<file path="config.mk">
export PLATFORM = sky130hd
export DESIGN_NAME = ahb_decoder
export DESIGN_NICKNAME = d
export VERILOG_FILES = /design/src/rtl/ahb_decoder.sv
export SDC_FILE = /design/constraint.sdc
export NUM_CORES = 1
export LEC_CHECK = 0
export BUFFER_PORTS_ARGS = -buffer_cell sky130_fd_sc_hd__buf_2
export CORE_MARGIN = 2
export CORE_UTILIZATION = 39
export CTS_BUF_LIST = sky130_fd_sc_hd__clkbuf_8
export CTS_CLUSTER_DIAMETER = 150
export DETAILED_ROUTE_END_ITERATION = 12
export PLACE_DENSITY = 0.86
export SETUP_SLACK_MARGIN = 0.5
export SLEW_MARGIN = 20
export SYNTH_ARGS = -nofsm -noshare
export SYNTH_HDL_FRONTEND = slang
export SYNTH_SLANG_ARGS = --single-unit
</file>
<file path="constraint.sdc">
create_clock -name HCLK -period 2.75 [get_ports HCLK]
set_clock_uncertainty 0.15 [all_clocks]
set_input_delay 0.4125 -clock HCLK [delete_from_list [all_inputs] [get_ports HCLK]]
set_output_delay 0.4125 -clock HCLK [all_outputs]
set_load 0.005 [all_outputs]
</file>
<file path="src/rtl/ahb_decoder.sv">
// AHB-Lite address decoder with data-phase select register, HREADY/HRESP
// response mux and a default slave that answers unmapped transfers with ERROR.

module ahb_decoder_region #(
  parameter logic [31:0] BASE = 32'h0,
  parameter logic [31:0] MASK = 32'h0
) (
  input  logic [31:0] haddr,
  output logic        hit
);
  assign hit = ((haddr & MASK) == BASE);
endmodule

module ahb_decoder #(
  parameter logic [31:0] BASE0 = 32'h0000_0000,
  parameter logic [31:0] MASK0 = 32'hFFFF_0000,
  parameter logic [31:0] BASE1 = 32'h2000_0000,
  parameter logic [31:0] MASK1 = 32'hFFFF_0000,
  parameter logic [31:0] BASE2 = 32'h4000_0000,
  parameter logic [31:0] MASK2 = 32'hFFFF_F000,
  parameter logic [31:0] BASE3 = 32'h4000_1000,
  parameter logic [31:0] MASK3 = 32'hFFFF_F000
) (
  input  logic        HCLK,
  input  logic        HRESET,
  input  logic [31:0] HADDR,
  input  logic [1:0]  HTRANS,
  input  logic        HREADYOUT0,
  input  logic        HREADYOUT1,
  input  logic        HREADYOUT2,
  input  logic        HREADYOUT3,
  input  logic        HRESP0,
  input  logic        HRESP1,
  input  logic        HRESP2,
  input  logic        HRESP3,
  output logic [3:0]  HSEL,
  output logic [3:0]  HSEL_D,
  output logic        HREADY,
  output logic        HRESP
);
  localparam int NUM_SLV = 4;
  localparam logic [NUM_SLV-1:0][31:0] BASES = {BASE3, BASE2, BASE1, BASE0};
  localparam logic [NUM_SLV-1:0][31:0] MASKS = {MASK3, MASK2, MASK1, MASK0};

  typedef enum logic [1:0] {DS_IDLE, DS_ERR1, DS_ERR2} ds_state_e;

  logic [NUM_SLV-1:0] hit;
  logic [NUM_SLV-1:0] hro, hrs;
  logic [NUM_SLV-1:0] sel_d_q, sel_d_d;
  logic               def_d_q, def_d_d;
  ds_state_e          ds_q, ds_d;
  logic               act, unmapped_act;
  logic               ds_rdy, ds_resp;

  for (genvar i = 0; i < NUM_SLV; i++) begin : g_rgn
    ahb_decoder_region #(.BASE(BASES[i]), .MASK(MASKS[i])) u_rgn (
      .haddr (HADDR),
      .hit   (hit[i])
    );
  end

  // isolate the lowest set bit so overlapping regions resolve to the lowest index
  assign HSEL = hit & (~hit + 4'd1);

  assign hro = {HREADYOUT3, HREADYOUT2, HREADYOUT1, HREADYOUT0};
  assign hrs = {HRESP3, HRESP2, HRESP1, HRESP0};

  assign act          = (HTRANS inside {2'b10, 2'b11});
  assign unmapped_act = (HSEL == '0) && act;

  always_comb begin
    ds_d    = ds_q;
    ds_rdy  = 1'b1;
    ds_resp = 1'b0;
    unique case (ds_q)
      DS_IDLE: if (HREADY && unmapped_act) ds_d = DS_ERR1;
      DS_ERR1: begin
        ds_rdy  = 1'b0;
        ds_resp = 1'b1;
        ds_d    = DS_ERR2;
      end
      DS_ERR2: begin
        ds_resp = 1'b1;
        ds_d    = unmapped_act ? DS_ERR1 : DS_IDLE;
      end
      default: ds_d = DS_IDLE;
    endcase
  end

  always_comb begin
    HREADY = 1'b1;
    HRESP  = 1'b0;
    if (|sel_d_q) begin
      for (int i = NUM_SLV-1; i >= 0; i--) begin
        if (sel_d_q[i]) begin
          HREADY = hro[i];
          HRESP  = hrs[i];
        end
      end
    end else if (def_d_q) begin
      HREADY = ds_rdy;
      HRESP  = ds_resp;
    end
  end

  always_comb begin
    sel_d_d = sel_d_q;
    def_d_d = def_d_q;
    if (HREADY) begin
      sel_d_d = HSEL;
      def_d_d = unmapped_act;
    end
  end

  always_ff @(posedge HCLK or posedge HRESET) begin
    if (HRESET) begin
      sel_d_q <= '0;
      def_d_q <= 1'b0;
      ds_q    <= DS_IDLE;
    end else begin
      sel_d_q <= sel_d_d;
      def_d_q <= def_d_d;
      ds_q    <= ds_d;
    end
  end

  assign HSEL_D = sel_d_q;
endmodule

</file>
Word level (Yosys, flattened, before mapping) --
Index checks and enable logic that the tools add are counted.
Storage, ports and cells: output and inout bits 10, register bits 7, input port bits 44
Operators by class: equality and inequality tests 8, $add $sub $neg 1, reductions and logical operators 8, bitwise operators 2, muxes and demuxes 17
Operators with widths (count):
- $eq 20x19->1 const B | 2
- $logic_not 32->1 | 1
- $eq 16x14->1 const B | 1
- $mux 1 | 15
- $eq 2x2->1 const B | 3
- $pmux 2 s3 | 1
- $add 4x1->4 const B | 1
- $and 4x4->4 | 1
- $logic_not 4->1 | 1
- $not 4->4 | 1
- $reduce_or 4->1 | 1
- $eq 2x1->1 const B | 1
- $logic_and 1x1->1 | 2
- $logic_not 2->1 | 1
- $mux 2 | 1
- $ne 2x2->1 const B | 1
- $reduce_bool 2->1 | 1
- $reduce_or 2->1 | 1

Longest topological paths before layout --
word-level depth 9, mapped depth 6, mapped depth without buffers 6

By module --
From an unflattened synthesis, not the netlist that was laid out.
Second synthesis, totals: cells, all modules 77, area total of the unflattened synthesis 716.9 um^2
Modules (own cells, without submodules):
- ahb_decoder | sequential area each 175.2 um^2, times used 1, area each 508.0 um^2, cells each 51
- ahb_decoder_region at g_rgn[3].u_rgn | sequential area each 0.0 um^2, times used 1, area each 67.6 um^2, cells each 8
- ahb_decoder_region at g_rgn[2].u_rgn | sequential area each 0.0 um^2, times used 1, area each 65.1 um^2, cells each 8
- ahb_decoder_region at g_rgn[1].u_rgn | sequential area each 0.0 um^2, times used 1, area each 42.5 um^2, cells each 5
- ahb_decoder_region at g_rgn[0].u_rgn | sequential area each 0.0 um^2, times used 1, area each 33.8 um^2, cells each 5

Least setup slack after synthesis --
Ideal clock, no wire load.
kind input -> register, start point in HADDR[25], end point reg ds_q[1], setup slack 967 ps, data arrival time 1505 ps, data required time 2472 ps, path buffers 0, stages 5, cells stage by stage nor4_1 -> nand4_1 -> o21ai_2 -> o21ai_1 -> mux2_1
On the way: word-level cells in the longest chain between the ends 8, elaborated cells between the ends (all ways) 11, classes of those cells add/sub: 1; eq/ne: 4; bitwise: 2; reduce/logical: 4
RTL lines:
- from (decl) | RTL line 26 | input logic [31:0] HADDR,
- $eq 20x19->1, or another cell as far along | RTL line 11 | assign hit = ((haddr & MASK) == BASE);
- $not 4->4 | RTL line 63 | assign HSEL = hit & (~hit + 4'd1);
- $add 4x1->4 | RTL line 63
- $and 4x4->4 (*) | RTL line 63
- $logic_not 4->1 (*) | RTL line 69 | assign unmapped_act = (HSEL == '0) && act;
- $logic_and 1x1->1 (*) | RTL line 69
- $logic_and 1x1->1 (*) | RTL line 76 | DS_IDLE: if (HREADY && unmapped_act) ds_d = DS_ERR1;
- $ne 2x2->1 (no source line) (*)
- to (signal assigned) | RTL line 123 | ds_q <= ds_d;
- to (decl) | RTL line 51 | ds_state_e ds_q, ds_d;
Every way passes the cells marked *; elsewhere a longest branch is shown, timed or not. A chain may end at the register's enable or synchronous reset.

Worst setup path after layout --
start point reg sel_d_q[1] (netlist: HSEL_D[1]), end point out HREADY
On the way: word-level cells in the longest chain between the ends 3, elaborated cells between the ends (all ways) 4, classes of those cells mux: 3; reduce/logical: 1
RTL lines:
- from (decl) | RTL line 49 | logic [NUM_SLV-1:0] sel_d_q, sel_d_d;
- from (signal assigned) | RTL line 121 | sel_d_q <= sel_d_d;
- $mux 1 (2 in series) | RTL line 95 | if (sel_d_q[i]) begin
- $mux 1 (*) | RTL line 93 | if (|sel_d_q) begin
- to (decl) | RTL line 38 | output logic HREADY,
Marked as above.

==> impl_metrics.yaml <==
global_routing:
  grt_max_degree: 10
  grt_pass1_wl_um: 2150
  grt_pass1_vias: 560
  antenna_found_initial: 0
  grt_usage_pct: 17.2
  overflow: 0
min_path:
  holdPathStages: 2
  hp-class: "input pin to register"
  hold_start: "HADDR[29]"
cells_and_area:
  layout_common_cells: "buf_2 (40), dfrtp_1 (7), inv_1 (6)"
  design_area_sq_um: 828
  syn2layout_area_growth_pct: 51.5
  drive_gt1_share_pct: 51.0
  n_antenna_cell: 0
  final_nets: 152
  layout_commonest_cell: "buf_2"
clock_tree:
  cts_sinks: 7
  cts_tree: "built"
  numCtsBuffers: 3
  clock_path_buffers: 2
  htreeDepth: 1
  cts_root_buf: "clkbuf_8"
  path_clk_slew_ns: 0.04
  worstSkewPairLatency_ns: 0.22
  cts_resized: 0
timing:
  slew_viol_final: 0
  max_clock_freq_mhz: 465
  grt_setup_unrepaired: "false"
  slew_headroom_pct: 76.2
  finalHoldViolations: 0
  worst_pin_slew_ns: 0.356
  period_share_pct: 78.1
  worst_hold_slack_ns: 0.280
  fin_crit_ns: 2.15
  tns_ns: 0
  finalSetupViolCount: 0
power_and_ir_drop:
  powerDensity_mw_per_mm2: 517
  ir_worst_vdd_mv: 0.315
  power_leakage_nw: 0.440
  intPower_uw: 292
  swShare_pct: 31.6
  pwr-share-comb_pct: 35.4
  pwr-share-clk_pct: 32.3
  power_frac_seq_pct: 32.3
  switchingPower_uw: 135
worst_setup_path:
  critPathMaxFanout: 9
  critPathRequiredTime_ns: 2.19
  crit_path_end_kind: "output port"
  r2r_cells: 5
  crit_arrival_ns: 1.59
  crit_path_start_kind: "register"
  r2r_start: "HSEL_D[1]$_DFFE_PP0N_"
  crit_start: "HSEL_D[1]$_DFFE_PP0N_"
  critPathKind: "register to output port"
die:
  rows: 13
  coreArea_sq_mm: 0.00130
  start_util_pct: 42.0
  ios: 54
  chipWidth_um: 41.4
  dieHeight_um: 41.4
  dieArea_sq_mm: 0.00172
synthesis:
  syn_inst: 56
  synth-edff-count: 0
  ys_async_sr_fraction_pct: 100
  yosys_warnings: 0
  syn-num-nets: 105
  syn_area_sq_um: 547
  ys.flop_type: "dfrtp_1"
  yosysUniqueCellTypes: 27
  ys_seq_area_share_pct: 32.0
  ys_seq_elements: 7
  post_synth.cell_area_avg_sq_um: 9.76
place:
  place_area_sq_um: 766
  hpwl_um: 1130
  portBuffers: 40
  gp_routability_congestion: 0.782
route:
  drtIter0Drc: 0
  vias: 611
  wirelength_um: 1420
  first_pass_iters: 1
  wl_per_cell_um: 12.2
  ant_nets: 0
  drc_errors: 0
  viasPerCell: 5.22
status:
  status: "finished, final reports clean"
job:
  drv_cap: 0
cells in the mapped netlist, drive strengths merged, types with 2 or more instances:
master	count	area (sq um)
mux2	4	45.0
o21ai	4	23.8
nor3	3	15.0
inv	5	18.8
or4b	2	20.0
nor4	5	31.3
ha	5	62.6
a21oi	3	15.0
nor3b	2	15.0
nand2	3	11.3
nand3	3	27.5
dfrtp	7	175
through the flow:
stage	util [%]	std cells	power, mW	setup slack [ns]
global route	63.7	117	0.459	0.501
floorplan	-	56	0.230	0.967
global placement	58.8	111	0.279	0.569
CTS	63.1	116	0.431	0.584
finish	63.7	117	0.428	0.601
detailed placement	58.8	111	0.289	0.595
state kept, by name, summed over array words and instances (netlist names):
signal and flops:
HSEL_D 4, def_d_q 1, ds_q 2
logic make-up (layout without fill, tap and decap cells):
group	Yosys count	in the layout	synth area share, %
multiplexers	4	4	8.24
buffers and inverters	5	51	3.43
flip-flops	7	7	32.0
AND/OR/NAND/NOR	24	24	29.3
adder cells (fa/ha/maj)	5	5	11.4
AO/OA/AOI/OAI	11	11	15.6
final cells by class:
cell class,instances,area (sq um)
fill,121,473
multi-input combinational,44,353
timing repair buffer,42,218
sequential,7,175
clock buffer,3,41.3
inverter,5,18.8
tap,15,18.8
clock inverter,1,3.75
power groups by stage:
| stage | logic, mW | clock network, mW | registers (mW) |
|---|---|---|---|
| global route | 0.169 | 0.150 | 0.141 |
| floorplan | 0.0954 | 0 | 0.135 |
| detailed placement | 0.150 | 0 | 0.139 |
| finish | 0.151 | 0.138 | 0.138 |
| CTS | 0.151 | 0.142 | 0.138 |
| global placement | 0.142 | 0 | 0.137 |
path summary, 6_finish.rpt:
| check | slack, ns | end |
|---|---|---|
| min in group asynchronous | 0.51 | HSEL_D[1]$_DFFE_PP0N_ |
| hold reg to reg | 0.36 | def_d_q$_DFFE_PP0N_ |
| max in group asynchronous | 1.74 | HSEL_D[0]$_DFFE_PP0N_ |
| setup reg to reg | 0.90 | ds_q[1]$_DFFE_PP0P_ |
| hold / removal | 0.28 | HSEL_D[0]$_DFFE_PP0N_ |
| setup / recovery | 0.60 | HREADY |
worst max-delay path, stage by stage, from the launching register on:
cell and delay (ns):
dfrtp_1 0.46, nor4_1 0.35, nand3_1 0.18, nand3_4 0.16
inv_1 0.08, buf_2 0.13
layer usage:
metal  track usage, %  wire length [um]  up-vias
met2             28.4               679       39
li1                 -                 -      302
met1             17.2               550      266
met4             17.4                46        0
met3             3.48               146        4
met5                0                 0        -
timing repair:
item,4_1_cts,5_1_grt
setup buffers,0,1
hold buffers,1,0
hold endpoints to repair,7,0
endpoints found under the setup margin,0,3
(Power assumes the default switching activity.)
